<file path="src/rtl/grid_tick_sequencer_if.sv">
// Host-FIFO and grid-side signals of the tick sequencer.
// The slave modport is the sequencer; the master modport is the surrounding FIFO/grid.
interface grid_tick_sequencer_if #(
  parameter int PACKET_WIDTH = 30
);
  logic                    host_empty;
  logic [PACKET_WIDTH+1:0] host_word;
  logic                    host_ren;
  logic                    grid_ren;
  logic                    grid_empty;
  logic [PACKET_WIDTH-1:0] grid_packet;
  logic                    grid_tick;
  logic                    grid_out_valid;
  logic                    grid_tc_err;
  logic                    grid_sch_err;

  modport master (
    output host_empty, host_word, grid_ren, grid_out_valid, grid_tc_err, grid_sch_err,
    input  host_ren, grid_empty, grid_packet, grid_tick
  );

  modport slave (
    input  host_empty, host_word, grid_ren, grid_out_valid, grid_tc_err, grid_sch_err,
    output host_ren, grid_empty, grid_packet, grid_tick
  );
endinterface

</file>
<file path="src/rtl/grid_tick_sequencer.sv">
// Runs one inference on the core grid: inject host packets, wait the drain interval,
// pulse the global tick, repeat per configured tick count; counts spikes, latches errors.
//
// state    | meaning
// ---------+-----------------------------------------------------------
// S_IDLE   | waiting for start with a non-zero tick count
// S_INJECT | forwarding host words to the grid until an eot word pops
// S_DRAIN  | letting the grid settle for the latched drain interval
// S_TICK   | one-cycle global tick; run ends after the last one
// S_ERROR  | grid reported an error; parked until abort or reset
module grid_tick_sequencer #(
  parameter int PACKET_WIDTH   = 30,
  parameter int TICK_CNT_WIDTH = 16,
  parameter int DRAIN_WIDTH    = 16,
  parameter int OUT_CNT_WIDTH  = 16
) (
  input  logic                      clk,
  input  logic                      rst_n,
  input  logic                      i_start,
  input  logic                      i_abort,
  input  logic [TICK_CNT_WIDTH-1:0] i_cfg_num_ticks,
  input  logic [DRAIN_WIDTH-1:0]    i_cfg_drain,
  grid_tick_sequencer_if.slave      bus,
  output logic                      o_busy,
  output logic                      o_done,
  output logic                      o_err,
  output logic [TICK_CNT_WIDTH-1:0] o_tick_idx,
  output logic [OUT_CNT_WIDTH-1:0]  o_out_count
);

  typedef enum logic [2:0] {
    S_IDLE   = 3'd0,
    S_INJECT = 3'd1,
    S_DRAIN  = 3'd2,
    S_TICK   = 3'd3,
    S_ERROR  = 3'd4
  } state_t;

  state_t                    r_state;
  state_t                    w_state_nxt;
  logic [TICK_CNT_WIDTH-1:0] r_num_ticks;
  logic [TICK_CNT_WIDTH-1:0] r_tick_idx;
  logic [DRAIN_WIDTH-1:0]    r_cfg_drain;
  logic [DRAIN_WIDTH-1:0]    r_drain_cnt;
  logic [OUT_CNT_WIDTH-1:0]  r_out_count;
  logic                      r_err;

  logic [TICK_CNT_WIDTH-1:0] w_tick_idx_inc;
  logic [PACKET_WIDTH-1:0]   w_grid_packet;
  logic                      w_eot;
  logic                      w_pkt_valid;
  logic                      w_grid_err;
  logic                      w_busy;
  logic                      w_start_ok;
  logic                      w_tick_last;
  logic                      w_host_ren;
  logic                      w_grid_empty;
  logic                      w_grid_tick;
  logic                      w_done;
  logic                      w_eot_pop;

  assign w_eot          = bus.host_word[PACKET_WIDTH+1];
  assign w_pkt_valid    = bus.host_word[PACKET_WIDTH];
  assign w_grid_err     = bus.grid_tc_err | bus.grid_sch_err;
  assign w_busy         = (r_state == S_INJECT) || (r_state == S_DRAIN) || (r_state == S_TICK);
  assign w_start_ok     = i_start && (i_cfg_num_ticks != '0);
  assign w_tick_idx_inc = r_tick_idx + TICK_CNT_WIDTH'(1);
  assign w_tick_last    = (w_tick_idx_inc == r_num_ticks);
  assign w_eot_pop      = w_host_ren && w_eot;

  always_ff @(posedge clk or negedge rst_n) begin
    if (!rst_n) begin
      r_state <= S_IDLE;
    end else begin
      r_state <= w_state_nxt;
    end
  end

  always_comb begin
    w_state_nxt   = r_state;
    w_host_ren    = 1'b0;
    w_grid_empty  = 1'b1;
    w_grid_packet = '0;
    w_grid_tick   = 1'b0;
    w_done        = 1'b0;

    case (r_state)
      S_IDLE: begin
        if (w_start_ok) begin
          w_state_nxt = S_INJECT;
        end
      end
      S_INJECT: begin
        // Marker words (pkt_valid=0) are swallowed here and never shown to the grid.
        w_grid_packet = bus.host_word[PACKET_WIDTH-1:0];
        w_grid_empty  = bus.host_empty | ~w_pkt_valid;
        w_host_ren    = ~bus.host_empty & (w_pkt_valid ? bus.grid_ren : 1'b1);
        if (w_eot_pop) begin
          w_state_nxt = S_DRAIN;
        end
      end
      S_DRAIN: begin
        if (r_drain_cnt == '0) begin
          w_state_nxt = S_TICK;
        end
      end
      S_TICK: begin
        w_grid_tick = 1'b1;
        if (w_tick_last) begin
          w_state_nxt = S_IDLE;
          w_done      = 1'b1;
        end else begin
          w_state_nxt = S_INJECT;
        end
      end
      S_ERROR: begin
        w_state_nxt = S_ERROR;
      end
      default: begin
        w_state_nxt = S_IDLE;
      end
    endcase

    if (w_busy && w_grid_err) begin
      w_state_nxt = S_ERROR;
      w_done      = 1'b0;
    end

    if (i_abort) begin
      w_state_nxt = S_IDLE;
      w_done      = 1'b0;
      w_grid_tick = 1'b0;
    end
  end

  always_ff @(posedge clk or negedge rst_n) begin
    if (!rst_n) begin
      r_num_ticks <= '0;
      r_tick_idx  <= '0;
      r_cfg_drain <= '0;
      r_drain_cnt <= '0;
      r_out_count <= '0;
      r_err       <= 1'b0;
    end else begin
      if (i_abort) begin
        r_err <= 1'b0;
      end else if (w_busy && w_grid_err) begin
        r_err <= 1'b1;
      end

      // Abort freezes every counter in place for the host to inspect.
      if (!i_abort) begin
        if ((r_state == S_IDLE) && w_start_ok) begin
          r_num_ticks <= i_cfg_num_ticks;
          r_cfg_drain <= i_cfg_drain;
          r_tick_idx  <= '0;
          r_out_count <= '0;
        end

        if ((r_state == S_INJECT) && w_eot_pop) begin
          r_drain_cnt <= r_cfg_drain;
        end else if ((r_state == S_DRAIN) && (r_drain_cnt != '0)) begin
          r_drain_cnt <= r_drain_cnt - DRAIN_WIDTH'(1);
        end

        if (r_state == S_TICK) begin
          r_tick_idx <= w_tick_idx_inc;
        end

        if (w_busy && bus.grid_out_valid && (r_out_count != '1)) begin
          r_out_count <= r_out_count + OUT_CNT_WIDTH'(1);
        end
      end
    end
  end

  assign bus.host_ren    = w_host_ren;
  assign bus.grid_empty  = w_grid_empty;
  assign bus.grid_packet = w_grid_packet;
  assign bus.grid_tick   = w_grid_tick;

  assign o_busy      = w_busy;
  assign o_done      = w_done;
  assign o_err       = r_err;
  assign o_tick_idx  = r_tick_idx;
  assign o_out_count = r_out_count;

endmodule
</file>
<file path="src/flat_wrapper.sv">
// flat-port wrapper written by rule: the top's interface ports become plain ports
module grid_tick_sequencer_flat 
#(
  parameter int PACKET_WIDTH   = 30,
  parameter int TICK_CNT_WIDTH = 16,
  parameter int DRAIN_WIDTH    = 16,
  parameter int OUT_CNT_WIDTH  = 16
)
  (clk, rst_n, i_start, i_abort, i_cfg_num_ticks, i_cfg_drain, o_busy, o_done, o_err, o_tick_idx, o_out_count, bus_host_empty, bus_host_word, bus_grid_ren, bus_grid_out_valid, bus_grid_tc_err, bus_grid_sch_err, bus_host_ren, bus_grid_empty, bus_grid_packet, bus_grid_tick);
  grid_tick_sequencer_if #(.PACKET_WIDTH(PACKET_WIDTH)) bus_i ();
  input  logic clk;
  input  logic rst_n;
  input  logic i_start;
  input  logic i_abort;
  input  logic [TICK_CNT_WIDTH-1:0] i_cfg_num_ticks;
  input  logic [DRAIN_WIDTH-1:0] i_cfg_drain;
  output logic o_busy;
  output logic o_done;
  output logic o_err;
  output logic [TICK_CNT_WIDTH-1:0] o_tick_idx;
  output logic [OUT_CNT_WIDTH-1:0] o_out_count;
  input wire logic [$bits(bus_i.host_empty)-1:0] bus_host_empty;
  input wire logic [$bits(bus_i.host_word)-1:0] bus_host_word;
  input wire logic [$bits(bus_i.grid_ren)-1:0] bus_grid_ren;
  input wire logic [$bits(bus_i.grid_out_valid)-1:0] bus_grid_out_valid;
  input wire logic [$bits(bus_i.grid_tc_err)-1:0] bus_grid_tc_err;
  input wire logic [$bits(bus_i.grid_sch_err)-1:0] bus_grid_sch_err;
  output wire logic [$bits(bus_i.host_ren)-1:0] bus_host_ren;
  output wire logic [$bits(bus_i.grid_empty)-1:0] bus_grid_empty;
  output wire logic [$bits(bus_i.grid_packet)-1:0] bus_grid_packet;
  output wire logic [$bits(bus_i.grid_tick)-1:0] bus_grid_tick;
  assign bus_i.host_empty = bus_host_empty;
  assign bus_i.host_word = bus_host_word;
  assign bus_i.grid_ren = bus_grid_ren;
  assign bus_i.grid_out_valid = bus_grid_out_valid;
  assign bus_i.grid_tc_err = bus_grid_tc_err;
  assign bus_i.grid_sch_err = bus_grid_sch_err;
  assign bus_host_ren = bus_i.host_ren;
  assign bus_grid_empty = bus_i.grid_empty;
  assign bus_grid_packet = bus_i.grid_packet;
  assign bus_grid_tick = bus_i.grid_tick;
  grid_tick_sequencer #(.PACKET_WIDTH(PACKET_WIDTH), .TICK_CNT_WIDTH(TICK_CNT_WIDTH), .DRAIN_WIDTH(DRAIN_WIDTH), .OUT_CNT_WIDTH(OUT_CNT_WIDTH)) u_core (.clk(clk), .rst_n(rst_n), .i_start(i_start), .i_abort(i_abort), .i_cfg_num_ticks(i_cfg_num_ticks), .i_cfg_drain(i_cfg_drain), .bus(bus_i), .o_busy(o_busy), .o_done(o_done), .o_err(o_err), .o_tick_idx(o_tick_idx), .o_out_count(o_out_count));
endmodule
</file>
<file path="config.mk">
export PLATFORM = sky130hd
export DESIGN_NAME = grid_tick_sequencer_flat
export DESIGN_NICKNAME = d
export VERILOG_FILES = /design/src/rtl/grid_tick_sequencer_if.sv /design/src/rtl/grid_tick_sequencer.sv /design/src/flat_wrapper.sv
export SDC_FILE = /design/constraint.sdc
export NUM_CORES = 1
export LEC_CHECK = 0
export ABC_AREA = 1
export ABC_CLOCK_PERIOD_IN_PS = 1800
export CAP_MARGIN = 10
export CELL_PAD_IN_SITES_DETAIL_PLACEMENT = 0
export CELL_PAD_IN_SITES_GLOBAL_PLACEMENT = 1
export CORE_MARGIN = 10
export CORE_UTILIZATION = 31
export CTS_CLUSTER_SIZE = 30
export DETAILED_ROUTE_END_ITERATION = 6
export PLACE_DENSITY_LB_ADDON = 0.1
export SYNTH_ARGS = -nofsm -noshare
export SYNTH_HDL_FRONTEND = slang
export SYNTH_SLANG_ARGS = --single-unit
</file>
<file path="constraint.sdc">
create_clock -name clk -period 1.8 [get_ports clk]
set_input_delay 0.36 -clock clk [delete_from_list [all_inputs] [get_ports clk]]
set_output_delay 0.36 -clock clk [all_outputs]
set_load 0.02 [all_outputs]
</file>
==> qor.txt, run 1 <==
Status = complete, but fails checks
Failing checks = setup timing
Layout cells sized above 1 = 0.424
First-pass detailed-route iteration total = 5
Vias in the first global route = 5844
CORE AREA = 16000 sq um
Final worst-path cycle share = 1.43
Final Hold Viols = 0
Post-place setup slack = -1.06 ns
Post-route cell area = 9740 sq um
Root Buffer = clkbuf_16
GPL Wtd Cong = 0.850
# IOs = 141
Num Clock Sinks = 84
Largest net degree at the start of global routing = 47
Rows = 46
Area grow syn2layout = 91.3%
Final setup vio count = 115
Syn. warnings = 0
Synth Area per Inst = 7.02 sq um
Initial DRC count = 268
Commonest non-fill, non-tap cells in the layout = nand2_1 (138), buf_4 (132), inv_1 (102), clkdlybuf4s50_1 (70), dfrtp_1 (70)
Internal = 6470 uW
Cell Area, Synth = 5090 sq um
Max Cap Viol = 0
Via density = 4.76
Routed length per instance = 15.9 microns
Fin nets = 1109
Sequential fraction of design power = 0.282
Initial antenna violation count = 0
Cts bufs inserted = 9
DRC Markers = 0
H-tree levels = 3
N_diodes = 0
Arr. time, crit path = 2.22 ns
Clk pwr share = 0.178
Die Wd = 148 microns
CP cell instances = ha_4 -> or2_4 -> nand3b_1 -> nand2_1 -> nor2_2 -> nand3_1 -> nor3_2 -> nand3b_1 -> nor3_4 -> buf_6
Die height = 148 microns
Logic pwr share = 0.540
Slew margin rel. = 0.656
Worst-path maximum fanout = 4
Clk pin slew, worst setup/hold paths = 0.07 ns
Max Fclk = 388 MHz
Final worst slack = -0.780 ns
Sw Pwr = 4450 uW
Hold Path Class = in -> async
Power per cell area = 1120 nW/um^2
CP endpoint kind = output pin
Most used cell, CP = nand3b_1
Sw frac = 0.407
CTS tree = done
R2R Setup Slk = -0.33 ns
Clk_lat worst skew = 0.36 ns
Starting density of the core = 0.318
Slew @ Worst Pin = 0.512 ns
Register area share after synthesis = 0.413
Max-slew violations = 0
Netlist cell types = 44
Clk buf depth = 2
Post-synthesis register bit count = 84
Minimum clock period = 2.58 ns
Crit path largest cell delay = 0.45 ns
Synthesized netlist cell count = 725
Slowest cell on crit path = dfrtp_2
GRT Residual Overflow = 0
Setup TNS = -9.13 ns
RSZ-0062 raised after global routing = yes
Leakage = 0.00471 uW
Skew final = 0.0147 ns
Vias post-DR = 5973
Antenna-violating nets left = 0
First-pass GRT wire length = 29500 microns
Critical path class = reg -> out
Number of port buffers = 140
Commonest non-fill, non-tap cell in the layout = nand2_1
CP Data Required Time = 1.44 ns
DP Area = 7670 sq um
Total Wirelength = 20000 microns
Nature of the critical path startpoint = flip-flop
Total track usage = 0.164
Die area = 21900 sq um
Hpwl dp = 13700 microns
Net Count, Synth = 801
Worst IR drop on VDD = 0.625 mV
## cell usage after synthesis
library cell / count / area, sq um
dfrtp_1: 84 / 2100
nor3_1: 17 / 85.1
a22oi_1: 1 / 7.51
nor3_4: 1 / 16.3
inv_4: 1 / 6.26
nand3b_1: 6 / 45.0
and3_1: 1 / 6.26
a21o_1: 1 / 7.51
nand2_1: 191 / 717
xor2_1: 9 / 78.8
or3_1: 1 / 6.26
and2_4: 1 / 8.76
o211ai_1: 4 / 30.0
ha_1: 3 / 37.5
xnor3_1: 2 / 45.0
or2_2: 1 / 6.26
clkbuf_1: 8 / 30.0
inv_1: 110 / 413
nand2_4: 1 / 11.3
buf_1: 3 / 11.3
nand3_1: 47 / 235
nor2_2: 6 / 37.5
nor3_2: 3 / 30.0
nand4_1: 20 / 125
o21a_1: 2 / 15.0
xnor2_1: 2 / 17.5
o2111ai_1: 1 / 8.76
nor4_1: 3 / 18.8
nor3b_1: 1 / 7.51
o31ai_1: 1 / 7.51
buf_2: 6 / 30.0
a31oi_1: 5 / 31.3
o21ai_1: 10 / 50.1
buf_6: 1 / 11.3
nor2_1: 85 / 319
o22ai_1: 8 / 50.1
a21oi_1: 17 / 85.1
nand2_2: 3 / 18.8
nor2_4: 4 / 45.0
o21ai_0: 46 / 230
o32ai_1: 1 / 8.76
inv_2: 5 / 18.8
buf_4: 1 / 7.51
nand3_2: 1 / 10.0
## power by group through the flow
stage          logic, uW  registers [uW]  clock network [uW]
3_5_place_dp        3950            3010                   0
2_1_floorplan       2150            2970                   0
4_1_cts             4190            2980                1980
3_3_place_gp        3900            3000                   0
6_report            5900            3080                1940
5_1_grt             6410            3160                2060
## layer usage
| metal | up-vias | wire, microns | global-route usage |
|---|---|---|---|
| li1 | 2951 | - | - |
| met1 | 2839 | 8830 | 0.202 |
| met5 | - | 0 | 0 |
| met2 | 151 | 9810 | 0.269 |
| met4 | 0 | 378 | 0.0515 |
| met3 | 32 | 968 | 0.0464 |
## registers in the layout, indices dropped and copies added (netlist names)
name	count
u_core.r_num_ticks	16
u_core.o_tick_idx	16
u_core.o_out_count	16
u_core.r_state	3
u_core.r_cfg_drain	16
u_core.o_err	1
u_core.r_drain_cnt	16
## through the flow
stage          utilization  instances  power [uW]  hold slack (ns)
2_1_floorplan            -        725        5120           0.0644
3_3_place_gp         0.479       1183        6890            0.204
3_5_place_dp         0.479       1183        6950            0.203
4_1_cts              0.515       1226        9140            0.363
6_report             0.609       1254       10900            0.372
5_1_grt              0.609       1254       11600            0.368
## timing repair
item,CTS,global route
setup buffers,25,20
hold buffers,1,0
hold endpoints to repair,7,0
gates cloned,2,11
resized for setup,237,343
pin swaps,28,37
endpoints found under the setup margin,117,120
## worst max-delay path: cells and delay by family, from the launching register on
kind                     cells  cell delay (ns)
adder cells (fa/ha/maj)      1             0.19
buffers and inverters        1             0.14
flip-flops                   1             0.45
AND/OR/NAND/NOR              8             1.08
## cell type report
class,instances,area [sq um]
inverter,116,467
clock buffer,10,229
multi-input combinational,507,3480
timing repair inverter,3,43.8
clock inverter,6,71.3
tap,216,270
fill,1422,6260
timing repair buffer,312,3060
sequential,84,2120
## path summary, 6_finish.rpt
check	start	endpoint	cells after the start
max in group asynchronous	rst_n	u_core.o_tick_idx[3]	3
min reg2reg	u_core.r_cfg_drain[3]	u_core.r_cfg_drain[3]	2
min	rst_n	u_core.r_num_ticks[9]	2
max	u_core.o_tick_idx[1]	o_done	10
max reg2reg	u_core.o_tick_idx[4]	u_core.r_state[0]	17
min in group clk	i_cfg_num_ticks[2]	u_core.r_num_ticks[2]	3
## kinds of logic (layout without fill, tap and decap cells)
family                     after synthesis  after routing  synth area share
and+or+nand+nor                        393            394             0.344
adders and majority gates                3              3           0.00738
DFF                                     84             84             0.413
AOI/OAI and AO/OA                       97             97             0.104
buffers and inverters                  135            447             0.104
xor gates and xnor gates                13             13            0.0278
Power figures use the tool's default switching activity.
==> run 2: changes to the inputs <==
Settings changed: CORE_MARGIN 10 to 2.
==> qor.txt, run 2 (synthesized netlist as in run 1, its figures left out) <==
Clk_lat worst skew = 0.35 ns (about the same)
RSZ-0062 raised after global routing = yes
Arr. time, crit path = 2.28 ns (+0.06 ns)
Fill cell count = 1349 (-5.1%)
Commonest non-fill, non-tap cell in the layout = nand2_1
Cts bufs inserted = 9 (unchanged)
CP endpoint kind = output pin
CP Data Required Time = 1.44 ns (about the same)
Worst-path maximum fanout = 5 (+1)
Worst IR drop on VDD = 0.611 mV (-2.3%)
Final Hold Viols = 0 (unchanged)
First-pass detailed-route iteration total = 4 (-1)
Slew margin rel. = 0.664 (+0.00747)
Max-slew violations = 0 (unchanged)
Die area = 17500 sq um (-20%)
Total power = 11400 uW (+4.1%)
DRC Markers = 0 (unchanged)
Slew @ Worst Pin = 0.501 ns (-0.0111 ns)
Clk buf depth = 2 (unchanged)
Final setup vio count = 116 (+0.87%)
N_diodes = 0 (unchanged)
Total Wirelength = 20000 microns (about the same)
Die Wd = 132 microns (-11%)
Failing checks = setup timing
Final Non-Filler Cells = 1273 (+1.5%)
DP Area = 7650 sq um (-0.23%)
Via density = 4.79 (+0.60%)
Minimum clock period = 2.64 ns (+0.0644 ns)
Vias in the first global route = 5954 (+1.9%)
Crit path largest cell delay = 0.45 ns (about the same)
GPL Wtd Cong = 0.874 (+2.8%)
CP cell instances = clkinvlp_4 -> buf_4 -> nor2_4 -> nand2_1 -> nand3_1 -> nand3_2 -> nor3_2 -> nand3b_1 -> nor3_4 -> buf_6
Skew final = 0.00882 ns (-0.00583 ns)
Power per cell area = 1120 nW/um^2 (about the same)
H-tree levels = 3 (unchanged)
Commonest non-fill, non-tap cells in the layout = nand2_1 (131), buf_4 (127), inv_1 (96), buf_6 (70), dfrtp_1 (70)
Initial antenna violation count = 0 (unchanged)
Routed length per instance = 15.7 microns (-1.6%)
Final worst slack = -0.844 ns (-0.0644 ns)
Num Clock Sinks = 84 (unchanged)
Number of port buffers = 140 (unchanged)
Status = complete, but fails checks
Area grow syn2layout = 99.4%
Setup TNS = -14.39 ns (-5.26 ns)
Critical path class = reg -> out
Largest net degree at the start of global routing = 43 (-8.5%)
Initial DRC count = 225 (-16%)
First-pass GRT wire length = 29600 microns (+0.23%)
Max Cap Viol = 0 (unchanged)
Final worst-path cycle share = 1.47 (+0.0357)
GRT Residual Overflow = 0 (unchanged)
Fin nets = 1128 (+1.7%)
Clk pin slew, worst setup/hold paths = 0.07 ns (about the same)
Max Fclk = 378 MHz (-2.4%)
Layout cells sized above 1 = 0.462 (+0.0378)
Total track usage = 0.211 (+0.0476)
Root Buffer = clkbuf_16
CTS tree = done
Leakage = 0.00499 uW (+6.0%)
# IOs = 141 (unchanged)
Starting density of the core = 0.319 (+0.00115)
Antenna-violating nets left = 0 (unchanged)
Vias post-DR = 6100 (+2.1%)
Hold slack = 0.310 ns (-0.0622 ns)
Nature of the critical path startpoint = flip-flop
CORE AREA = 15900 sq um (-0.36%)
Slowest cell on crit path = dfrtp_2
Placed insts = 1181 (-0.17%)
Post-route cell area = 10100 sq um (+4.2%)
Die height = 132 microns (-11%)
Hpwl dp = 12400 microns (-9.5%)
Rows = 46 (unchanged)
Hold Path Class = in -> reg
-- run 2: changes by cell type in the layout (fill, tap and decap cells not counted), sizes merged --
cell           delta
clkdlybuf4s50     -5
clkinvlp          +3
buf              +20
dlymetal6s2s     +15
clkbuf            -1
dlygate4sd2      -10
inv               -1
clkinv            -2
-- run 2: where the power goes --
| group | total, uW | switching [uW] | internal [uW] |
|---|---|---|---|
| registers | 3080 | 594 | 2490 |
| logic | 6370 | 3170 | 3210 |
| clock network | 1920 | 838 | 1080 |
| total | 11400 | 4600 | 6780 |
-- run 2: area by class of cell --
type / instances / area (sq um) / area share
Clock buffer: 9 / 225 / 0.0222
Inverter: 116 / 473 / 0.0466
Tap cell: 216 / 270 / 0.0266
Clock inverter: 7 / 75.1 / 0.00740
Multi-Input combinational cell: 507 / 3530 / 0.348
Sequential cell: 84 / 2120 / 0.209
Timing Repair inverter: 2 / 25.0 / 0.00247
Timing Repair Buffer: 332 / 3430 / 0.338
-- run 2: what timing repair did --
action	CTS	global route
gates cloned	10	9
hold endpoints to repair	23	0
setup buffers	30	35
pin swaps	35	63
setup endpoints to repair	130	122
gates resized for setup	381	271
hold buffers	1	0
-- run 2: final timing paths --
| path | slack [ns] | from | depth (start not counted) | end |
|---|---|---|---|---|
| max | -0.84 | u_core.o_tick_idx[3] | 10 | o_done |
| min | 0.31 | i_cfg_num_ticks[7] | 3 | u_core.r_num_ticks[7] |
| max reg2reg | -0.25 | u_core.o_tick_idx[1] | 18 | u_core.r_state[0] |
| min reg2reg | 0.48 | u_core.r_cfg_drain[1] | 2 | u_core.r_cfg_drain[1] |
| max in group asynchronous | 0.73 | rst_n | 3 | u_core.o_err |
| min in group asynchronous | 0.46 | rst_n | 2 | u_core.r_num_ticks[9] |
-- run 2: critical path, delay by kind of cell (launching register included) --
| kind | cells | cell delay, ns |
|---|---|---|
| buffers and inverters | 3 | 0.47 |
| flip-flops | 1 | 0.45 |
| AND/OR/NAND/NOR | 7 | 1.01 |
-- run 2: routing by layer --
layer | GRT usage | part of all wire
met3 | 0.0419 | 0.050
met4 | 0.0658 | 0.020
met2 | 0.362 | 0.50
met1 | 0.268 | 0.43
met5 | 0 | 0
-- run 2: per-stage QoR --
stage / utilization / setup WS [ns]
after floorplan: - / -0.330
after global placement: 0.480 / -0.987
after detailed placement: 0.480 / -1.03
after CTS: 0.556 / -0.771
after global routing: 0.637 / -0.947
final: 0.637 / -0.844
==> run 3: changes to the inputs <==
Settings changed: ABC_CLOCK_PERIOD_IN_PS 1800 to 2500.
Clock period 1.8 ns to 2.5 ns, I/O delays scaled along.
==> qor.txt, run 3 (synthesized netlist as in run 1, its figures left out) <==
Skew final = 0.00948 ns (+0.000655 ns)
Clk buf depth = 2 (unchanged)
Post-layout util = 0.481 (-0.156)
Number of port buffers = 140 (unchanged)
Met2 wire len = 7380 microns (-26%)
Vias in the first global route = 5179 (-13%)
Slew margin rel. = 0.701 (+0.0374)
Total track usage = 0.180 (-0.0313)
Die area = 17500 sq um (unchanged)
Status = complete, but fails checks
Starting density of the core = 0.319 (unchanged)
H-tree levels = 3 (unchanged)
Cts bufs inserted = 9 (unchanged)
First-pass detailed-route iteration total = 4 (unchanged)
Fin nets = 1006 (-11%)
Slew @ Worst Pin = 0.449 ns (-0.0523 ns)
WL met1 = 7280 microns (-15%)
Clk pin slew, worst setup/hold paths = 0.07 ns (about the same)
Fill cell count = 1627 (+21%)
N_diodes = 0 (unchanged)
Crit path largest cell delay = 0.43 ns (-0.02 ns)
FF-to-FF Start = u_core.r_drain_cnt[0]
Final setup vio count = 1 (-99%)
Critical path class = reg -> out
Total Wirelength = 15500 microns (-22%)
Max Fclk = 366 MHz
First-pass GRT wire length = 25400 microns (-14%)
Worst-path maximum fanout = 3 (-2)
CORE AREA = 15900 sq um (unchanged)
Final Non-Filler Cells = 1150 (-9.7%)
Die height = 132 microns (unchanged)
CP cell instances = ha_4 -> or2_4 -> nand3b_1 -> nand2_1 -> nor2_2 -> nand3_2 -> nor3_2 -> nand3b_1 -> nor3_2 -> buf_4
CP endpoint kind = output pin
Max Cap Viol = 0 (unchanged)
Wire length on met3 = 628 microns (-37%)
Area grow syn2layout = 50.6%
Largest net degree at the start of global routing = 32 (-26%)
Worst IR drop on VDD = 0.429 mV (-30%)
Leakage = 0.00374 uW (-25%)
Via density = 4.62 (-3.5%)
Layout cells sized above 1 = 0.151 (-0.311)
DRC Markers = 0 (unchanged)
Arr. time, crit path = 2.23 ns (-0.05 ns)
Die Wd = 132 microns (unchanged)
Placed insts = 1128 (-4.5%)
GRT Residual Overflow = 0 (unchanged)
Initial DRC count = 206 (-8.4%)
CP Data Required Time = 2.00 ns (+0.56 ns)
Slowest cell on crit path = dfrtp_1
Hold Path Class = in -> async
Num Clock Sinks = 84 (unchanged)
Commonest non-fill, non-tap cell in the layout = nand2_1
Clk_lat worst skew = 0.35 ns (about the same)
Initial antenna violation count = 0 (unchanged)
Antenna-violating nets left = 0 (unchanged)
# IOs = 141 (unchanged)
Highest routed layer = met4
Hpwl dp = 11900 microns (-3.9%)
Commonest non-fill, non-tap cells in the layout = nand2_1 (182), inv_1 (110), clkdlybuf4s50_1 (108), nor2_1 (81), dfrtp_1 (81)
FF-to-FF path depth = 13 (-5)
Final worst-path cycle share = 1.09
Routed length per instance = 13.5 microns (-14%)
R2R Path End = u_core.r_drain_cnt[1]
Failing checks = setup timing
Max-slew violations = 0 (unchanged)
CTS tree = done
RSZ-0062 raised after global routing = yes
Rows = 46 (unchanged)
Minimum clock period = 2.73 ns
R2R Setup Slk = 0.31 ns (+0.56 ns)
Root Buffer = clkbuf_16
Nature of the critical path startpoint = flip-flop
GPL Wtd Cong = 0.818 (-6.4%)
Final Hold Viols = 0 (unchanged)
Vias post-DR = 5315 (-13%)
Power per cell area = 801 nW/um^2 (-29%)
Final worst slack = -0.234 ns (+0.610 ns)
[run 3: cell types whose count changed in the layout (fill, tap and decap cells not counted), moves of 14 or more]
cell / before / now
o21ai_0: 4 / 44
clkdlybuf4s50_1: 65 / 108
nand2_4: 20 / 3
nor2_4: 43 / 8
buf_6: 70 / 3
nand2_1: 131 / 182
dlymetal6s2s_1: 19 / 2
nand2_2: 40 / 10
buf_4: 127 / 69
o21ai_2: 29 / 0
inv_1: 96 / 110
nor2_1: 36 / 81
[run 3: stage by stage]
| stage | power [uW] | setup WS (ns) | hold slack (ns) | instance area, sq um | setup TNS, ns |
|---|---|---|---|---|---|
| after floorplan | 3660 | 0.109 | 0.204 | 5090 | 0 |
| after global placement | 4700 | -0.415 | 0.465 | 7190 | -0.517 |
| after detailed placement | 4750 | -0.444 | 0.465 | 7190 | -0.709 |
| after CTS | 6170 | -0.294 | 0.107 | 7520 | -0.294 |
| after global routing | 6620 | -0.389 | 0.135 | 7670 | -0.389 |
| final | 6140 | -0.234 | 0.0994 | 7670 | -0.234 |
[run 3: worst max-delay path: cells and delay by family (launching register included)]
kind          cells  cell delay [ns]
buf+inv           1             0.16
simple gates      8             1.09
fa+ha+maj         1             0.21
flops             1             0.43
[run 3: what timing repair did]
action,4_1_cts,5_1_grt
buffers inserted,1,6
setup endpoints to repair,29,3
gates resized for setup,44,30
hold buffers,0,0
pin swaps,7,24
gates cloned,1,0
[run 3: routing by layer]
metal,up-vias,global-route usage
met2,108,0.304
met3,20,0.0338
met1,2455,0.234
met5,-,0
li1,2732,-
met4,0,0.0543
[run 3: where the power goes]
group	switching [uW]	total (uW)	internal [uW]
registers	391	2180	1790
logic	1430	2520	1090
clock network	545	1440	897
total	2370	6140	3770
[run 3: worst max path at each step]
stage | from | to | slack, ns | cells after the start
2_1_floorplan | u_core.o_tick_idx[0] | o_done | 0.11 | 9
3_3_place_gp | u_core.o_tick_idx[0] | o_done | -0.42 | 10
3_5_place_dp | u_core.o_tick_idx[0] | o_done | -0.44 | 10
4_1_cts | u_core.o_tick_idx[1] | o_done | -0.29 | 10
5_1_grt | u_core.o_tick_idx[1] | o_done | -0.39 | 13
6_report | u_core.o_tick_idx[1] | o_done | -0.23 | 10
[run 3: final cells by class]
| class | count | area [sq um] | share of cell area |
|---|---|---|---|
| Sequential cell | 84 | 2110 | 0.275 |
| Tap cell | 216 | 270 | 0.0353 |
| Timing Repair Buffer | 212 | 1940 | 0.253 |
| Multi-Input combinational cell | 507 | 2590 | 0.338 |
| Clock inverter | 4 | 73.8 | 0.00963 |
| Inverter | 116 | 438 | 0.0571 |
| Clock buffer | 11 | 243 | 0.0317 |
